### config.mk
export PLATFORM = sky130hd
export DESIGN_NAME = pipeline_debug_controller
export DESIGN_NICKNAME = d
export VERILOG_FILES = /design/src/rtl/debug_pkg.sv /design/src/rtl/snapshot_serializer.sv /design/src/rtl/pipeline_debug_controller.sv
export SDC_FILE = /design/constraint.sdc
export NUM_CORES = 1
export LEC_CHECK = 0
export ABC_AREA = 1
export CORE_MARGIN = 8
export CORE_UTILIZATION = 35
export CTS_CLUSTER_DIAMETER = 120
export DETAILED_ROUTE_END_ITERATION = 8
export DONT_BUFFER_PORTS = 1
export HOLD_SLACK_MARGIN = 0.02
export MAX_ROUTING_LAYER = met4
export REMOVE_ABC_BUFFERS = 1
export SLEW_MARGIN = 5
export SYNTH_ARGS = -nofsm -noshare
export SYNTH_HDL_FRONTEND = slang
export SYNTH_HIERARCHICAL = 1
export SYNTH_SLANG_ARGS = --single-unit
### constraint.sdc
create_clock -name clock -period 4.6 [get_ports clock]
set_clock_uncertainty 0.1 [all_clocks]
set_input_delay 0.46 -clock clock [delete_from_list [all_inputs] [get_ports clock]]
set_output_delay 0.46 -clock clock [all_outputs]
set_load 0.02 [all_outputs]
### src/rtl/debug_pkg.sv
// Shared types and constants for the pipeline debug/run controller.
package debug_pkg;

  typedef enum logic [2:0] {
    ST_IDLE,
    ST_RUN,
    ST_STEP,
    ST_LOAD,
    ST_SEND
  } state_t;

  localparam logic [7:0] CMD_RUN   = 8'h63;  // 'c'
  localparam logic [7:0] CMD_STEP  = 8'h73;  // 's'
  localparam logic [7:0] CMD_DUMP  = 8'h64;  // 'd'
  localparam logic [7:0] CMD_PAUSE = 8'h70;  // 'p'

  // Debug bus is zero-padded up to a whole number of bytes in the snapshot.
  localparam int SNAP_PAD_W = 328;

  function automatic int frame_len(input int cnt_w);
    return cnt_w / 8 + SNAP_PAD_W / 8;
  endfunction

  localparam int FRAME_LEN = frame_len(32);

endpackage

### src/rtl/snapshot_serializer.sv
// Captures {cycle count, padded debug bus} and streams it MSB byte first.
module snapshot_serializer
  import debug_pkg::*;
#(
  parameter int DBG_W = 322,
  parameter int CNT_W = 32
) (
  input  logic             clock,
  input  logic             reset,
  input  logic             load,
  input  logic             send,
  input  logic             tx_full,
  input  logic [CNT_W-1:0] cycle_cnt,
  input  logic [DBG_W-1:0] debug_signal,
  output logic             wr,
  output logic [7:0]       w_data,
  output logic             done
);

  localparam int SNAP_W = CNT_W + SNAP_PAD_W;
  localparam int NBYTES = frame_len(CNT_W);
  localparam int IDX_W  = $clog2(NBYTES + 1);
  localparam logic [IDX_W-1:0] LAST_IDX = IDX_W'(NBYTES - 1);

  logic [SNAP_W-1:0] snap_q;
  logic [IDX_W-1:0]  idx_q;
  logic [7:0]        last_q;

  // The snapshot shifts left on each push, so the head byte is always the
  // next one to go out; last_q keeps w_data stable while the FIFO is full.
  assign wr     = send && !tx_full;
  assign done   = wr && (idx_q == LAST_IDX);
  assign w_data = wr ? snap_q[SNAP_W-1 -: 8] : last_q;

  // Snapshot capture, byte shift-out and index tracking.
  always_ff @(posedge clock) begin
    if (reset) begin
      snap_q <= '0;
      idx_q  <= '0;
      last_q <= '0;
    end else if (load) begin
      snap_q <= {cycle_cnt, SNAP_PAD_W'(debug_signal)};
      idx_q  <= '0;
    end else if (wr) begin
      snap_q <= snap_q << 8;
      last_q <= snap_q[SNAP_W-1 -: 8];
      idx_q  <= idx_q + 1'b1;
    end
  end

endmodule

### src/rtl/pipeline_debug_controller.sv
// UART-driven run/step controller for MIPS_DLX with snapshot dump.
module pipeline_debug_controller
  import debug_pkg::*;
#(
  parameter int          DBG_W     = 322,
  parameter int          CNT_W     = 32,
  parameter logic [31:0] HALT_WORD = 32'hFFFF_FFFF
) (
  input  logic             clock,
  input  logic             reset,
  input  logic [DBG_W-1:0] debug_signal,
  input  logic             rx_empty,
  input  logic [7:0]       r_data,
  output logic             rd,
  input  logic             tx_full,
  output logic [7:0]       w_data,
  output logic             wr,
  output logic             pipe_enable,
  output logic             busy
);

  state_t           state_q, state_d;
  logic [CNT_W-1:0] cycle_cnt;
  logic             halt, pause, load, send, done;

  // Top 32 bits of the debug bus are the IF/ID instruction latch.
  assign halt  = (debug_signal[DBG_W-1 -: 32] == HALT_WORD);
  assign pause = !rx_empty && (r_data == CMD_PAUSE);

  // State register.
  always_ff @(posedge clock) begin
    if (reset) state_q <= ST_IDLE;
    else       state_q <= state_d;
  end

  // Next-state decode.
  always_comb begin
    state_d = state_q;
    case (state_q)
      ST_IDLE: begin
        if (!rx_empty) begin
          case (r_data)
            CMD_RUN:  state_d = ST_RUN;
            CMD_STEP: state_d = ST_STEP;
            CMD_DUMP: state_d = ST_LOAD;
            default:  state_d = ST_IDLE;
          endcase
        end
      end
      ST_RUN:  if (halt || pause) state_d = ST_LOAD;
      ST_STEP: state_d = ST_LOAD;
      ST_LOAD: state_d = ST_SEND;
      ST_SEND: if (done) state_d = ST_IDLE;
      default: state_d = ST_IDLE;
    endcase
  end

  // Outputs: commands are only consumed in IDLE and RUN; any byte in RUN is
  // popped, including a 'p' that coincides with the halt word.
  always_comb begin
    rd          = 1'b0;
    pipe_enable = 1'b0;
    load        = 1'b0;
    send        = 1'b0;
    busy        = (state_q != ST_IDLE);
    case (state_q)
      ST_IDLE: rd = !rx_empty;
      ST_RUN: begin
        rd          = !rx_empty;
        pipe_enable = !halt && !pause;
      end
      ST_STEP: pipe_enable = 1'b1;
      ST_LOAD: load = 1'b1;
      ST_SEND: send = 1'b1;
      default: ;
    endcase
  end

  // Executed-cycle counter; wraps naturally and only reset clears it.
  always_ff @(posedge clock) begin
    if (reset)            cycle_cnt <= '0;
    else if (pipe_enable) cycle_cnt <= cycle_cnt + 1'b1;
  end

  snapshot_serializer #(
    .DBG_W(DBG_W),
    .CNT_W(CNT_W)
  ) u_ser (
    .clock       (clock),
    .reset       (reset),
    .load        (load),
    .send        (send),
    .tx_full     (tx_full),
    .cycle_cnt   (cycle_cnt),
    .debug_signal(debug_signal),
    .wr          (wr),
    .w_data      (w_data),
    .done        (done)
  );

endmodule

* Word-level counts from Yosys, hierarchy flattened
Cells that the tools add are included.
** Storage, ports and cells
- Bits in latches :: 0
- ROM bits :: 0
- RAM bits :: 0
- Word-level logic and storage cells :: 48
- Output and inout port bits :: 12
- Memories kept :: 0
- Input bits :: 334
- Flip-flop bits (word level) :: 409
** Operators by class
- Eq/ne operators :: 13
- Divide/modulo/power cells :: 0
- $lt $le $gt $ge :: 0
- $mul :: 0
- Muxes and demuxes :: 12
- Shift operators :: 0
- Add/subtract/negate cells :: 2
- Reduce and logical (&&, ||, !) cells :: 15
- Bitwise gates (word level) :: 0
** Operators by type and width (count)
- 360-bit 2-to-1 mux :: 2
- 32-bit by 1-bit adder with 32-bit output, second input constant :: 1
- 32-bit == test, second input constant :: 1
- 8-bit by 7-bit == test with 1-bit output, second input constant :: 4
- 3-bit case mux with 5 select lines :: 1
- 3-bit 2-to-1 mux :: 3
- 8-bit 2-to-1 mux :: 1
- 6-bit by 1-bit adder with 6-bit output, second input constant :: 1
- 3-bit by 2-bit == test with 1-bit output, second input constant :: 2
- 6-bit == test, second input constant :: 1
- 2-bit != test, second input constant :: 3
- 2-bit case mux with 3 select lines :: 1
- 1-bit logical AND :: 4
- 1-bit zero test :: 4
- 2-bit OR reduction :: 2
- 3-bit by 1-bit == test with 1-bit output, second input constant :: 1
- 3-bit == test, second input constant :: 1
- 3-bit zero test :: 1
- 1-bit 2-to-1 mux :: 3
- 3-bit AND reduction :: 1
- 3-bit nonzero test :: 1
- 1-bit case mux with 2 select lines :: 1
- 2-bit nonzero test :: 1
- 1-bit logical OR :: 1

* Longest topological paths before layout
Gate-level depths: netlist of the first run.
- Word-level depth :: 6
- Depth in mapped cells :: 14
- Mapped depth without buffers :: 13

* Hierarchy
The synthesis of the first run kept the hierarchy.
** Modules (own cells, without submodules)
- snapshot_serializer :: area an instance 18230.0 um2, cells an instance 2810, instances 1, seq. area each 7487.2 um2
- pipeline_debug_controller :: area an instance 2526.2 um2, cells an instance 430, instances 1, seq. area each 700.7 um2

* Least setup slack after synthesis of the first run
OpenSTA, ideal clock, no wires.
- Path kind :: register -> output
- Start :: register state_q[1]
- End :: output w_data[7]
- Required time :: 4.040 ns
- Path buffers :: 2
- Cell stages (with the launch flop) :: 10
- Arrival :: 1.612 ns
- Setup slack :: 2.428 ns
- Path through :: dfxtp_1 -> inv_1 -> nand2_1 -> nor2_1 -> inv_2 -> nor2_4 -> buf_2 -> buf_2 -> nand2_1 -> o21ai_0
** Between the ends
- Word-level cells in the longest chain between the ends :: 4
** Ends and longest elaborated chain
- start: declaration :: line pipeline_debug_controller.sv:22 : state_t state_q, state_d;
- start signal: assignment :: line pipeline_debug_controller.sv:33 : else state_q <= state_d;
- 3-bit == test :: line pipeline_debug_controller.sv:66 : case (state_q)
- 1-bit 2-to-1 mux :: line pipeline_debug_controller.sv:66
- net send :: line pipeline_debug_controller.sv:24 : logic halt, pause, load, send, done;
- 1-bit logical AND :: line snapshot_serializer.sv:31 : assign wr = send && !tx_full;
- net wr :: line pipeline_debug_controller.sv:17 : output logic wr,
- 8-bit 2-to-1 mux :: line snapshot_serializer.sv:33 : assign w_data = wr ? snap_q[SNAP_W-1 -: 8] : last_q;
- end: declaration :: line pipeline_debug_controller.sv:16 : output logic [7:0] w_data,
The timed path passes the listed nets, and every way through them passes these cells.

* Worst setup path after layout of the first run
- Start :: register state_q[1]
- End :: output w_data[5]
** Between the ends
- Word-level cells in the longest chain between the ends :: 4
** Ends and longest elaborated chain (line)
- 3-bit == test :: pipeline_debug_controller.sv:66
- 1-bit 2-to-1 mux :: pipeline_debug_controller.sv:66
- net send :: pipeline_debug_controller.sv:24
- 1-bit logical AND :: snapshot_serializer.sv:31
- 8-bit 2-to-1 mux :: snapshot_serializer.sv:33
The timed path passes the listed nets, and every way through them passes these cells.

==> metrics.yaml, run 1 <==
drc_errors: 0
cts_tree: "built"
endpoint_kind: "output pin"
synth_top_family_by_area: "simple AND/OR/NAND/NOR gates"
cap_violations: 0
grt_usage: 0.185
yosys-mux-area-fraction: 0
cellLeakagePower_nw: 12.5
power.density_nw_per_um2: 298
cts_sinks: 409
ios: 346
routabilityCongestion: 0.863
synth_area_sq_um: 20800
rows: 89
worst_slew_pin_slew_ns: 1.09
status: "finished, final reports clean"
cts_resized: 0
drive_gt1_frac: 0.0369
synth_flop_cell: "dfxtp_1"
grt_pass1_vias: 19200
clock_latency_ns: 0.58
ys_types: 29
antenna_found_initial: 9
via_per_inst: 4.98
synthAdderAreaFrac: 0.00181
critPathMaxFanout: 21
fin_cells: 4198
synth_edf_count: 0
die_height_microns: 260
place_inst: 3789
cp.arrival_ns: 2.73
ys_ff_latch: 409
synth.avg_cell_area_sq_um: 6.41
place_area_sq_um: 20900
synth_xor_xnor_area_share: 0.00633
fin_tns_setup_ns: 0
regToRegSetupSlack_ns: 1.55
die_w_microns: 260
drtAntennaViolNets: 0
start_util: 0.353
numCtsBuffers: 48
htreeDepth: 2
slew_headroom: 0.271
drtPass1Iterations: 5
ys_async_sr_fraction: 0
yosys.area_share.simple: 0.449
clockBufferDepth: 3
syn_inst: 3240
seq_area_frac_synth: 0.394
fmax_ghz: 0.304
peakVddDrop_mv: 0.261
synth_compound_area_frac: 0.0198
fin_crit_sh: 0.715
cts_hold_buffers: 314
final.min_clock_period_ns: 3.29
slew_violations: 0
clk_pin_slew_ns: 0.06
grt-ovfl-total: 0
ys_warn_count: 6
rsz0062_at_grt: "no"
post-cts-setup-buffers: 0
grt_max_degree: 182
port_buffers: 0
drtIter0Drc: 1990
root_buffer: "clkbuf_16"
die_area_sq_um: 67400
grt_first_pass_wirelength_microns: 102000
nets: 3717
start_kind: "flop"
stdcell_area_sq_um: 25500
post-dp-hpwl_microns: 38000
core_area_sq_um: 58800
hp-class: "input port to flop"
critPathKind: "flop to output pin"
cp.required_ns: 4.04
hold_viol: 0
num_vias: 20900
finalPower_w: 0.00762
finalSetupViolCount: 0
area_growth_pct: 23.1
wl_per_cell_microns: 15.2
drt-total-wl_microns: 63800
-- layout by cell type, fill, tap and decap left out, drive strengths merged --
cell | synthesis | final
a21oi | 53 | 53
nand3 | 1060 | 1060
nor2 | 90 | 90
nor3 | 8 | 8
nor3b | 1 | 1
nand3b | 1 | 1
inv | 396 | 398
dlygate4sd3 | 0 | 313
xor2 | 9 | 9
o21a | 1 | 1
nand4 | 1 | 1
clkinv | 0 | 5
buf | 182 | 23
o21ai | 24 | 24
bufinv | 0 | 1
nand2 | 931 | 931
ha | 3 | 3
xnor2 | 6 | 6
o31ai | 1 | 1
dfxtp | 409 | 409
diode | 0 | 10
clkbuf | 64 | 77
-- layer usage --
metal  track usage  up-vias  part of all wire
met2         0.284      628              0.45
met3        0.0371      112             0.064
met5             -        -                 0
met4        0.0499        0             0.022
met1         0.245     9542              0.46
li1              -    10600                 -
-- layout make-up --
type | count | area, sq um
diodes | 10 | 25.0
clock buffers | 77 | 1400
multi-input cells | 2189 | 9920
well taps | 773 | 967
inverters | 396 | 1500
fillers | 6022 | 33300
clock inverters | 8 | 87.6
flip-flops and latches | 409 | 8190
repair buffers | 336 | 3460
-- kinds of logic after synthesis --
logic type,Yosys count
flip-flops,409
AND/OR/NAND/NOR,2092
AO/OA/AOI/OAI,79
buffers and inverters,642
XOR/XNOR,15
adder cells (fa/ha/maj),3
-- synth_stat cells, types with 6 or more instances --
library cell	number	area (sq um)
nand3_1	1059	5300
nand2_2	9	56.3
xnor2_1	6	52.6
a21oi_1	50	250
dfxtp_1	409	8190
nor2_4	8	90.1
nand2_1	921	3460
buf_2	153	766
xor2_1	9	78.8
buf_1	14	52.6
o21ai_0	24	120
nor3_1	8	40.0
nor2_1	75	282
inv_1	391	1470
nor2_2	7	43.8
buf_4	14	105
clkbuf_1	60	225
-- registers in the layout, summed over array words and instances (netlist names) --
name	cells
cycle_cnt	32
state_q	3
u_ser/idx_q	6
u_ser/snap_q	360
u_ser/last_q	8
-- report_power, final --
group	internal [W]	leakage, nW	total, W	switching (W)
Combinational	0.000210	8.51	0.000398	0.000188
Clock	0.00213	0.726	0.00366	0.00153
Sequential	0.00355	3.29	0.00356	0.00000853
-- final timing paths --
check                        start                to  depth (start not counted)
setup reg to reg        state_q[1]  u_ser/snap_q[12]                         10
setup / recovery        state_q[1]         w_data[5]                          9
hold reg to reg    u_ser/last_q[2]   u_ser/last_q[2]                          2
hold / removal    debug_signal[18]  u_ser/snap_q[18]                          4
-- metrics by stage --
step / util / setup WS [ns] / hold WS [ns]
floorplan: - / -44.19 / 0.327
global placement: 0.355 / 1.53 / 0.336
detailed placement: 0.355 / 1.47 / 0.341
CTS: 0.434 / 1.25 / 0.0203
global route: 0.434 / 1.10 / 0.0421
finish: 0.434 / 1.31 / 0.0639
-- worst max-delay path: stages, from the launching register on --
cell	delay, ns
dfxtp_1	0.33
inv_1	0.11
nand2_1	0.13
nor2_1	0.41
inv_2	0.09
nor2_4	0.18
buf_4	0.30
buf_4	0.27
nand2_1	0.06
o21ai_0	0.27
(Power assumes the default switching activity.)
==> inputs of run 2 (changes only) <==
==> constraint.sdc (replaced) <==
create_clock -name clock -period 3 [get_ports clock]
set_clock_uncertainty 0.1 [all_clocks]
set_input_delay 0.3 -clock clock [delete_from_list [all_inputs] [get_ports clock]]
set_output_delay 0.3 -clock clock [all_outputs]
set_load 0.02 [all_outputs]
==> run 2 against run 1 <==
Via count up 1.2%. Total power up 55%. Largest power group unchanged. Combinational power grew 61%. Register-to-register slack worse by 1.0 ns. Worst setup slack lost 1.1 ns.
==> metrics.yaml, run 2 (synthesis results as in run 1) <==
nets: 3751  # +0.91%
place_inst: 3809  # +0.53%
fillers: 5955  # -1.1%
cellInternalPower_w: 0.00913  # +55%
drive_gt1_frac: 0.0449  # +0.00801
rows: 89  # unchanged
multi_input_area_sq_um: 9920  # about the same
root_buffer: "clkbuf_16"
cp.arrival_ns: 2.36  # -0.37 ns
sw_frac_of_total: 0.229  # +0.00320
seqPwrFrac: 0.461  # -0.006
fmax_ghz: 0.362
hp-class: "input port to flop"
peakVddDrop_mv: 0.415  # +59%
critPathMaxFanout: 42  # +100%
port_buffers: 0  # unchanged
clock_latency_ns: 0.59  # about the same
cellLeakagePower_nw: 12.8  # +1.8%
top_register: "u_ser/snap_q"
status: "finished, final reports clean"
clkPwrFrac: 0.485  # +0.005
drtIter0Drc: 1752  # -12%
via_per_inst: 5.00  # +0.39%
start_util: 0.353  # unchanged
grt-ovfl-total: 0  # unchanged
hold_viol: 0  # unchanged
wl_per_cell_microns: 15.3  # +0.60%
core_area_sq_um: 58800  # unchanged
cap_violations: 0  # unchanged
power_frac_comb: 0.054  # +0.002
grt_usage: 0.188  # +0.00365
worstHoldPathCells: 8  # +4
htreeDepth: 2  # unchanged
cts_sinks: 409  # unchanged
finalPower_w: 0.0118  # +55%
routabilityCongestion: 0.872  # +1.0%
clockBufferDepth: 3  # unchanged
numCtsBuffers: 48  # unchanged
fin_tns_setup_ns: 0  # unchanged
antenna_found_initial: 5  # -4
slew_headroom: 0.403  # +0.131
p_switching_w: 0.00272  # +58%
power.density_nw_per_um2: 456  # +53%
ff2ff_path_depth: 8  # -2
fin_crit_sh: 0.920
drtAntennaViolNets: 0  # unchanged
final_common_cell: "nand3_1"
final.min_clock_period_ns: 2.76
grt_first_pass_wirelength_microns: 103000  # +1.4%
post-cts-setup-buffers: 0  # unchanged
rsz0062_at_grt: "no"
start_kind: "flop"
slew_violations: 0  # unchanged
cts_tree: "built"
critPathKind: "flop to output pin"
ff_latch_area_sq_um: 8190  # unchanged
num_vias: 21200  # +1.2%
post-dp-hpwl_microns: 39400  # +3.7%
ios: 346  # unchanged
grt_pass1_vias: 19600  # +1.9%
worst_slew_pin_slew_ns: 0.895  # -0.197 ns
largest_register_ffs: 360  # unchanged
largestRegisters: "u_ser/snap_q x360, cycle_cnt x32, u_ser/last_q x8"
layout_common_cells: "nand3_1 (1059), nand2_1 (921), dfxtp_1 (409)"
die_height_microns: 260  # unchanged
drtPass1Iterations: 6  # +1
grt_max_degree: 171  # -6.0%
clk_pin_slew_ns: 0.06  # about the same
area_growth_pct: 25.1
die_w_microns: 260  # unchanged
die_area_sq_um: 67400  # unchanged
drc_errors: 0  # unchanged
holdWs_ns: 0.140  # +0.0757 ns
finalSetupViolCount: 0  # unchanged
cp.required_ns: 2.60  # -1.44 ns
endpoint_kind: "output pin"
drt-total-wl_microns: 64700  # +1.4%
fin_cells: 4231  # +0.79%
## run 2: cell count changes in the layout (fill, tap and decap cells not counted), sizes merged
cell,change
buf,+20
dlygate4sd3,+14
clkinv,+4
diode,-4
clkbuf,-3
clkinvlp,+2
## run 2: metrics by stage
stage               cell area, sq um   util  setup slack, ns
detailed placement             21100  0.359            0.541
floorplan                      19600      -           -45.79
global route                   26000  0.442           0.0130
global placement               21100  0.359            0.604
finish                         26000  0.442            0.239
CTS                            25900  0.441           0.0877
## run 2: worst paths after layout
check / from / end / slack (ns)
setup / recovery: state_q[1] / w_data[5] / 0.24
setup reg to reg: state_q[2] / cycle_cnt[31] / 0.52
hold reg to reg: u_ser/last_q[2] / u_ser/last_q[2] / 0.35
hold / removal: r_data[1] / state_q[0] / 0.14
## run 2: worst max-delay path: stages (launching register included)
cell	delay (ns)
dfxtp_1	0.33
inv_1	0.11
nand2_1	0.16
nor2_4	0.21
inv_2	0.06
nor2_4	0.15
buf_12	0.19
buf_12	0.21
nand2_1	0.07
o21ai_0	0.27
## run 2: power by group through the flow
stage	Clock [W]	Sequential (W)	Combinational (W)
2_1_floorplan	0	0.00558	0.000177
3_3_place_gp	0	0.00558	0.000253
3_5_place_dp	0	0.00558	0.000253
4_1_cts	0.00591	0.00546	0.000626
5_1_grt	0.00616	0.00546	0.000687
6_report	0.00574	0.00546	0.000640
## run 2: per-layer routing
metal  part of all wire  GRT usage
met5                  0          -
met4              0.028     0.0579
met3              0.060     0.0337
met2               0.46      0.290
met1               0.46      0.250
## run 2: layout make-up
| class | count | area share |
|---|---|---|
| diodes | 6 | 0.000578 |
| repair buffers | 370 | 0.148 |
| well taps | 773 | 0.0373 |
| multi-input cells | 2189 | 0.382 |
| flip-flops and latches | 409 | 0.315 |
| inverters | 396 | 0.0578 |
| clock buffers | 74 | 0.0547 |
| clock inverters | 14 | 0.00414 |
## run 2: timing repair
item                                   in CTS  in global routing
setup endpoints to repair                   4                  4
endpoints found under the hold margin     409                  0
gates resized for setup                     1                  1
hold buffers                              328                  0
